==> config.mk <==
export PLATFORM = sky130hd
export DESIGN_NAME = seg7_scan_driver
export DESIGN_NICKNAME = d
export VERILOG_FILES = /design/src/rtl/seg7_scan_driver.sv
export SDC_FILE = /design/constraint.sdc
export NUM_CORES = 1
export LEC_CHECK = 0
export ABC_AREA = 1
export CORE_AREA = 2 2 118 120
export CTS_BUF_LIST = sky130_fd_sc_hd__clkbuf_16
export CTS_CLUSTER_SIZE = 20
export DETAILED_ROUTE_END_ITERATION = 10
export DIE_AREA = 0 0 120 122
export PLACE_DENSITY = 0.58
export RECOVER_POWER = 100
export SETUP_SLACK_MARGIN = 0.05
export SLEW_MARGIN = 40
export SYNTH_ARGS = -nofsm -noshare
export SYNTH_HDL_FRONTEND = slang
export SYNTH_SLANG_ARGS = --single-unit
==> constraint.sdc <==
create_clock -name clk -period 2.35 [get_ports clk]
set_input_delay 0.47 -clock clk [delete_from_list [all_inputs] [get_ports clk]]
set_output_delay 0.47 -clock clk [all_outputs]
set_load 0.02 [all_outputs]
==> src/rtl/seg7_scan_driver.sv <==
// seg7_scan_driver: multiplexed hex display driver.
// Scans N_DIGITS digits from one shared segment bus, one digit per DIV-cycle slot.
// The displayed value is double-buffered (stage -> shadow) and only swapped at a
// frame boundary, so a frame never mixes old and new digits.
// Supports leading-zero blanking, decimal points, and configurable pin polarity.
// All pin outputs come directly from flops.
module seg7_scan_driver #(
    parameter int N_DIGITS   = 4,
    parameter int DIV        = 50000,
    parameter int SEG_ACT_LO = 1,
    parameter int AN_ACT_LO  = 1
) (
    input  logic                    clk,
    input  logic                    rst_n,
    input  logic                    en,
    input  logic                    blank_lz,
    input  logic                    load,
    input  logic [4*N_DIGITS-1:0]   value,
    input  logic [N_DIGITS-1:0]     dp_in,
    output logic                    upd_ack,
    output logic                    frame_done,
    output logic [6:0]              seg,
    output logic                    dp,
    output logic [N_DIGITS-1:0]     an
);

    localparam int   CNT_W   = (DIV > 1) ? $clog2(DIV) : 1;
    localparam int   IDX_W   = (N_DIGITS > 1) ? $clog2(N_DIGITS) : 1;
    localparam logic SEG_INV = (SEG_ACT_LO != 0);
    localparam logic AN_INV  = (AN_ACT_LO != 0);

    // Active-high segment pattern {a,b,c,d,e,f,g} for one hex nibble
    function automatic logic [6:0] hex_decode(input logic [3:0] nib);
        logic [6:0] s;
        case (nib)
            4'h0: s = 7'h7E;  4'h1: s = 7'h30;  4'h2: s = 7'h6D;  4'h3: s = 7'h79;
            4'h4: s = 7'h33;  4'h5: s = 7'h5B;  4'h6: s = 7'h5F;  4'h7: s = 7'h70;
            4'h8: s = 7'h7F;  4'h9: s = 7'h7B;  4'hA: s = 7'h77;  4'hB: s = 7'h1F;
            4'hC: s = 7'h4E;  4'hD: s = 7'h3D;  4'hE: s = 7'h4F;  default: s = 7'h47;
        endcase
        return s;
    endfunction

    logic [CNT_W-1:0]      cnt_q, cnt_d;
    logic [IDX_W-1:0]      idx_q, idx_d;
    logic [4*N_DIGITS-1:0] stage_q, stage_d, shadow_q, shadow_d;
    logic [N_DIGITS-1:0]   stage_dp_q, stage_dp_d, shadow_dp_q, shadow_dp_d;
    logic                  pending_q, pending_d;
    logic                  upd_ack_q, upd_ack_d;
    logic                  frame_done_q, frame_done_d;
    logic [6:0]            seg_q, seg_d;
    logic                  dp_q, dp_d;
    logic [N_DIGITS-1:0]   an_q, an_d;

    logic tick, wrap;

    // Prescaler, digit index and the stage/shadow handshake
    always_comb begin
        tick         = en && (cnt_q == CNT_W'(DIV - 1));
        wrap         = tick && (idx_q == IDX_W'(N_DIGITS - 1));
        cnt_d        = cnt_q;
        idx_d        = idx_q;
        stage_d      = stage_q;
        stage_dp_d   = stage_dp_q;
        shadow_d     = shadow_q;
        shadow_dp_d  = shadow_dp_q;
        pending_d    = pending_q;
        upd_ack_d    = 1'b0;
        frame_done_d = wrap;

        if (en) begin
            cnt_d = tick ? '0 : cnt_q + CNT_W'(1);
        end
        if (tick) begin
            idx_d = wrap ? '0 : idx_q + IDX_W'(1);
        end

        if (wrap && load) begin
            // Fresh request on the boundary bypasses the stage buffer
            shadow_d    = value;
            shadow_dp_d = dp_in;
            pending_d   = 1'b0;
            upd_ack_d   = 1'b1;
        end else begin
            if (wrap && pending_q) begin
                shadow_d    = stage_q;
                shadow_dp_d = stage_dp_q;
                pending_d   = 1'b0;
                upd_ack_d   = 1'b1;
            end
            if (load) begin
                stage_d    = value;
                stage_dp_d = dp_in;
                pending_d  = 1'b1;
            end
        end
    end

    // Next pin levels for the digit currently selected by idx
    always_comb begin
        logic [4*N_DIGITS-1:0] upper;
        logic [3:0]            nib;
        logic                  dark;
        logic [6:0]            seg_act;
        logic                  dp_act;
        logic [N_DIGITS-1:0]   an_act;

        upper   = shadow_q >> {idx_q, 2'b00};
        nib     = upper[3:0];
        // Digit 0 is never blanked; higher digits go dark if they and everything above are zero
        dark    = blank_lz && (idx_q != '0) && (upper == '0);
        seg_act = dark ? 7'h00 : hex_decode(nib);
        dp_act  = !dark && shadow_dp_q[idx_q];
        an_act  = N_DIGITS'(1) << idx_q;
        if (!en) begin
            seg_act = 7'h00;
            dp_act  = 1'b0;
            an_act  = '0;
        end
        seg_d = seg_act ^ {7{SEG_INV}};
        dp_d  = dp_act ^ SEG_INV;
        an_d  = an_act ^ {N_DIGITS{AN_INV}};
    end

    // State and output registers; pins reset to their inactive level
    always_ff @(posedge clk or negedge rst_n) begin
        if (!rst_n) begin
            cnt_q        <= '0;
            idx_q        <= '0;
            stage_q      <= '0;
            stage_dp_q   <= '0;
            shadow_q     <= '0;
            shadow_dp_q  <= '0;
            pending_q    <= 1'b0;
            upd_ack_q    <= 1'b0;
            frame_done_q <= 1'b0;
            seg_q        <= {7{SEG_INV}};
            dp_q         <= SEG_INV;
            an_q         <= {N_DIGITS{AN_INV}};
        end else begin
            cnt_q        <= cnt_d;
            idx_q        <= idx_d;
            stage_q      <= stage_d;
            stage_dp_q   <= stage_dp_d;
            shadow_q     <= shadow_d;
            shadow_dp_q  <= shadow_dp_d;
            pending_q    <= pending_d;
            upd_ack_q    <= upd_ack_d;
            frame_done_q <= frame_done_d;
            seg_q        <= seg_d;
            dp_q         <= dp_d;
            an_q         <= an_d;
        end
    end

    assign upd_ack    = upd_ack_q;
    assign frame_done = frame_done_q;
    assign seg        = seg_q;
    assign dp         = dp_q;
    assign an         = an_q;

endmodule

==> results of run 1 <==
## power by group through the flow
stage	combinational [mW]	sequential, mW	clock, mW
detailed placement	0.404	1.48	0
finish	0.394	1.46	1.35
CTS	0.406	1.46	1.39
floorplan	0.254	1.47	0
global route	0.455	1.48	1.44
global placement	0.401	1.48	0
## kinds of logic (layout without fill, tap and decap cells)
logic type / count (synthesis) / count (layout) / synth area share [%]
adders and majority gates: 11 / 11 / 3.517
and+or+nand+nor: 353 / 353 / 37.60
buffers and inverters: 79 / 123 / 8.248
AOI/OAI and AO/OA: 22 / 22 / 2.909
DFF: 73 / 73 / 47.06
xor gates and xnor gates: 3 / 3 / 0.6715
## worst max-delay path, cell delays in order, from the launching register on
cell and delay, ns:
dfrtp_1 0.39, ha_1 0.22, nand2_1 0.17, inv_1 0.06
nand2_1 0.10, nor2_4 0.06, nand2_1 0.19, clkinv_2 0.15
nand2_2 0.09, nand2_2 0.24, nand2_1 0.15, nand2_1 0.06
## metal layers
layer	global-route usage [%]	vias to the layer above
met5	0	-
met4	4.485	0
met3	3.558	10
met2	21.63	53
met1	17.27	1532
li1	-	1747
## cells in the final DEF (no fill, tap or decap), drive strengths merged
cell type / netlist / routed
nand2: 207 / 207
xor2: 3 / 3
clkinv: 1 / 5
clkbuf: 7 / 12
nand3: 53 / 53
nand3b: 1 / 1
ha: 11 / 11
dlygate4sd3: 0 / 15
a21oi: 8 / 8
clkinvlp: 0 / 2
nor2: 74 / 74
dfrtp: 61 / 61
nand4: 9 / 9
a211oi: 1 / 1
clkdlybuf4s50: 0 / 22
o22ai: 1 / 1
or2: 1 / 1
o21ai: 12 / 12
buf: 11 / 6
bufinv: 0 / 1
nor3: 8 / 8
inv: 60 / 60
dfstp: 12 / 12
## cells in the mapped netlist, drive strengths merged
cell type	n	area, um2
o22ai	1	6.260
dfstp	12	315.3
nor2	74	292.8
dfrtp	61	1526
clkinv	1	5.000
ha	11	137.6
xor2	3	26.28
buf	11	66.31
or2	1	6.260
a21oi	8	40.04
inv	60	225.2
nand2	207	792.0
clkbuf	7	26.28
nand4	9	62.56
o21ai	12	60.05
nand3b	1	7.510
a211oi	1	7.510
nand3	53	265.3
nor3	8	45.04
## stage by stage
step	setup slack [ns]	total power, mW	std cells
4_1_cts	0.1890	3.256	765
3_3_place_gp	0.1854	1.885	749
2_1_floorplan	0.5354	1.723	541
3_5_place_dp	0.1656	1.887	749
6_report	0.3452	3.203	765
5_1_grt	0.09251	3.374	765
## state kept, by name, summed over array words and instances (netlist names), 2 cells and up
register     flops
stage_dp_q       4
shadow_dp_q      4
seg              7
stage_q         16
an               4
cnt_q           16
shadow_q        16
idx_q            2
## layout make-up
type,count,share of cell area (%)
timing repair buffer,46,9.022
clock buffer,9,4.721
inverter,61,4.826
sequential,73,38.63
multi-input combinational,389,36.59
tap,180,4.721
clock inverter,7,1.495
## how the worst max path moves through the flow
stage                             to  slack (ns)
after floorplan                   dp        0.54
after global placement     cnt_q[13]        0.19
after detailed placement   cnt_q[13]        0.17
after CTS                     seg[0]        0.19
after global routing      stage_q[6]        0.09
final                     stage_q[7]        0.35
==> impl_metrics.yaml, run 1 <==
detailed_routing:
  detail_route.iter0.violations: 217
  vias: 3342
  drt-pass1-iter-count: 5
  avgViaCountPerCell: 4.369
  wl_met3_um: 306
  ant_nets: 0
  drc: 0
  met2_length_um: 3871
  highest_layer: "met4"
  met1_length_um: 4396
  wire_per_inst_um: 11.37
  routed_wl_um: 8695
placement:
  hpwlAfterDp_um: 6283
  gp_congestion: 0.8666
  dpl_cell_area_um2: 4494
  numPortBuffers: 38
cells_and_area:
  post-route-util_pct: 35.33
  multiInputGateArea_um2: 1745
  fill_cells: 1426
  insertedDiodeCount: 0
  drive_above_1_share_pct: 8.376
  areaGrowthSynthToFinish_pct: 21.90
  nNetsFinal: 616
  register_area_um2: 1843
  final_cell_area_um2: 4771
sta:
  tightest_slew_ns: 1.023
  drv_slew: 0
  skew_ns: 0.006243
  setup_violations: 0
  min_period_over_period_pct: 85.31
  finalHoldViolations: 0
  rsz0062_at_grt: "false"
  fin_crit_ns: 2.005
  slew_headroom_pct: 31.78
  tns_ns: 0
  fmax_ghz: 0.4988
  whs_ns: 0.2873
yosys:
  yosys_warnings: 0
  synth_cell_types: 28
  synthCells: 541
  synth-seq-cells: 73
  synth.avg_cell_area_um2: 7.234
  synthesis.nets: 577
  synth_area_um2: 3914
  seq_area_frac_synth_pct: 47.06
setup_path:
  arrival_ns: 2.23
  r2r_setup_slack_ns: 0.35
  r2r_start: "cnt_q[0]"
  r2r_end: "stage_q[7]"
  cp.required_ns: 2.58
  endpoint_kind: "register"
  cp-startpoint: "cnt_q[0]"
  critical_path_class: "reg2reg"
  ff2ff_path_depth: 11
  crit_path_start_kind: "register"
  path_max_fanout: 20
clock_tree:
  cts_buffers: 9
  cts.clk_slew.worst_paths_ns: 0.06
  cts.sinks: 73
  clock_path_buffers: 2
  postCtsHoldBufs: 0
  insertion_delay_ns: 0.34
  htreeDepth: 3
  post_cts_buffers: 0
  cts_root_buf: "clkbuf_16"
  ctsResizeCount: 0
  cts_tree: "built"
floorplan:
  start_util_pct: 28.98
  io_pins: 39
  core_area_um2: 13500
  dieArea_um2: 14640
  die-width_um: 120
  die_h_um: 122
  fp-row-count: 43
global_routing:
  grt_usage_pct: 13.33
  antenna_found_initial: 0
  overflow: 0
  grt_pass1_vias: 3283
  grt_start_max_net_pins: 56
  grt_pass1_wl_um: 15550
run:
  max_cap_viol_count: 0
power_and_ir_drop:
  power.switching_uw: 862.5
  p_comb_share_pct: 12.3
  netSwitchingFraction_pct: 26.93
  seqPwrFrac_pct: 45.7
  max-vdd-ir-drop_mv: 0.3698
  p_clk_share_pct: 42.0
  p_leak_nw: 2.529
  p_per_area_nw_per_um2: 671.3
  p_int_mw: 2.340
status:
  status: "finished clean"
min_path:
  worstHoldPathType: "in2async"
No activity file was read; power rests on OpenSTA's default activity.
==> inputs of run 2 (changes only) <==
--- a/config.mk
+++ b/config.mk
@@ -14,6 +14,7 @@
 export PLACE_DENSITY = 0.58
 export RECOVER_POWER = 100
 export SETUP_SLACK_MARGIN = 0.05
+export SKIP_LAST_GASP = 1
 export SLEW_MARGIN = 40
 export SYNTH_ARGS = -nofsm -noshare
 export SYNTH_HDL_FRONTEND = slang
==> results of run 2 <==
The final DEF is identical to that of run 1; final timing and power are the same.
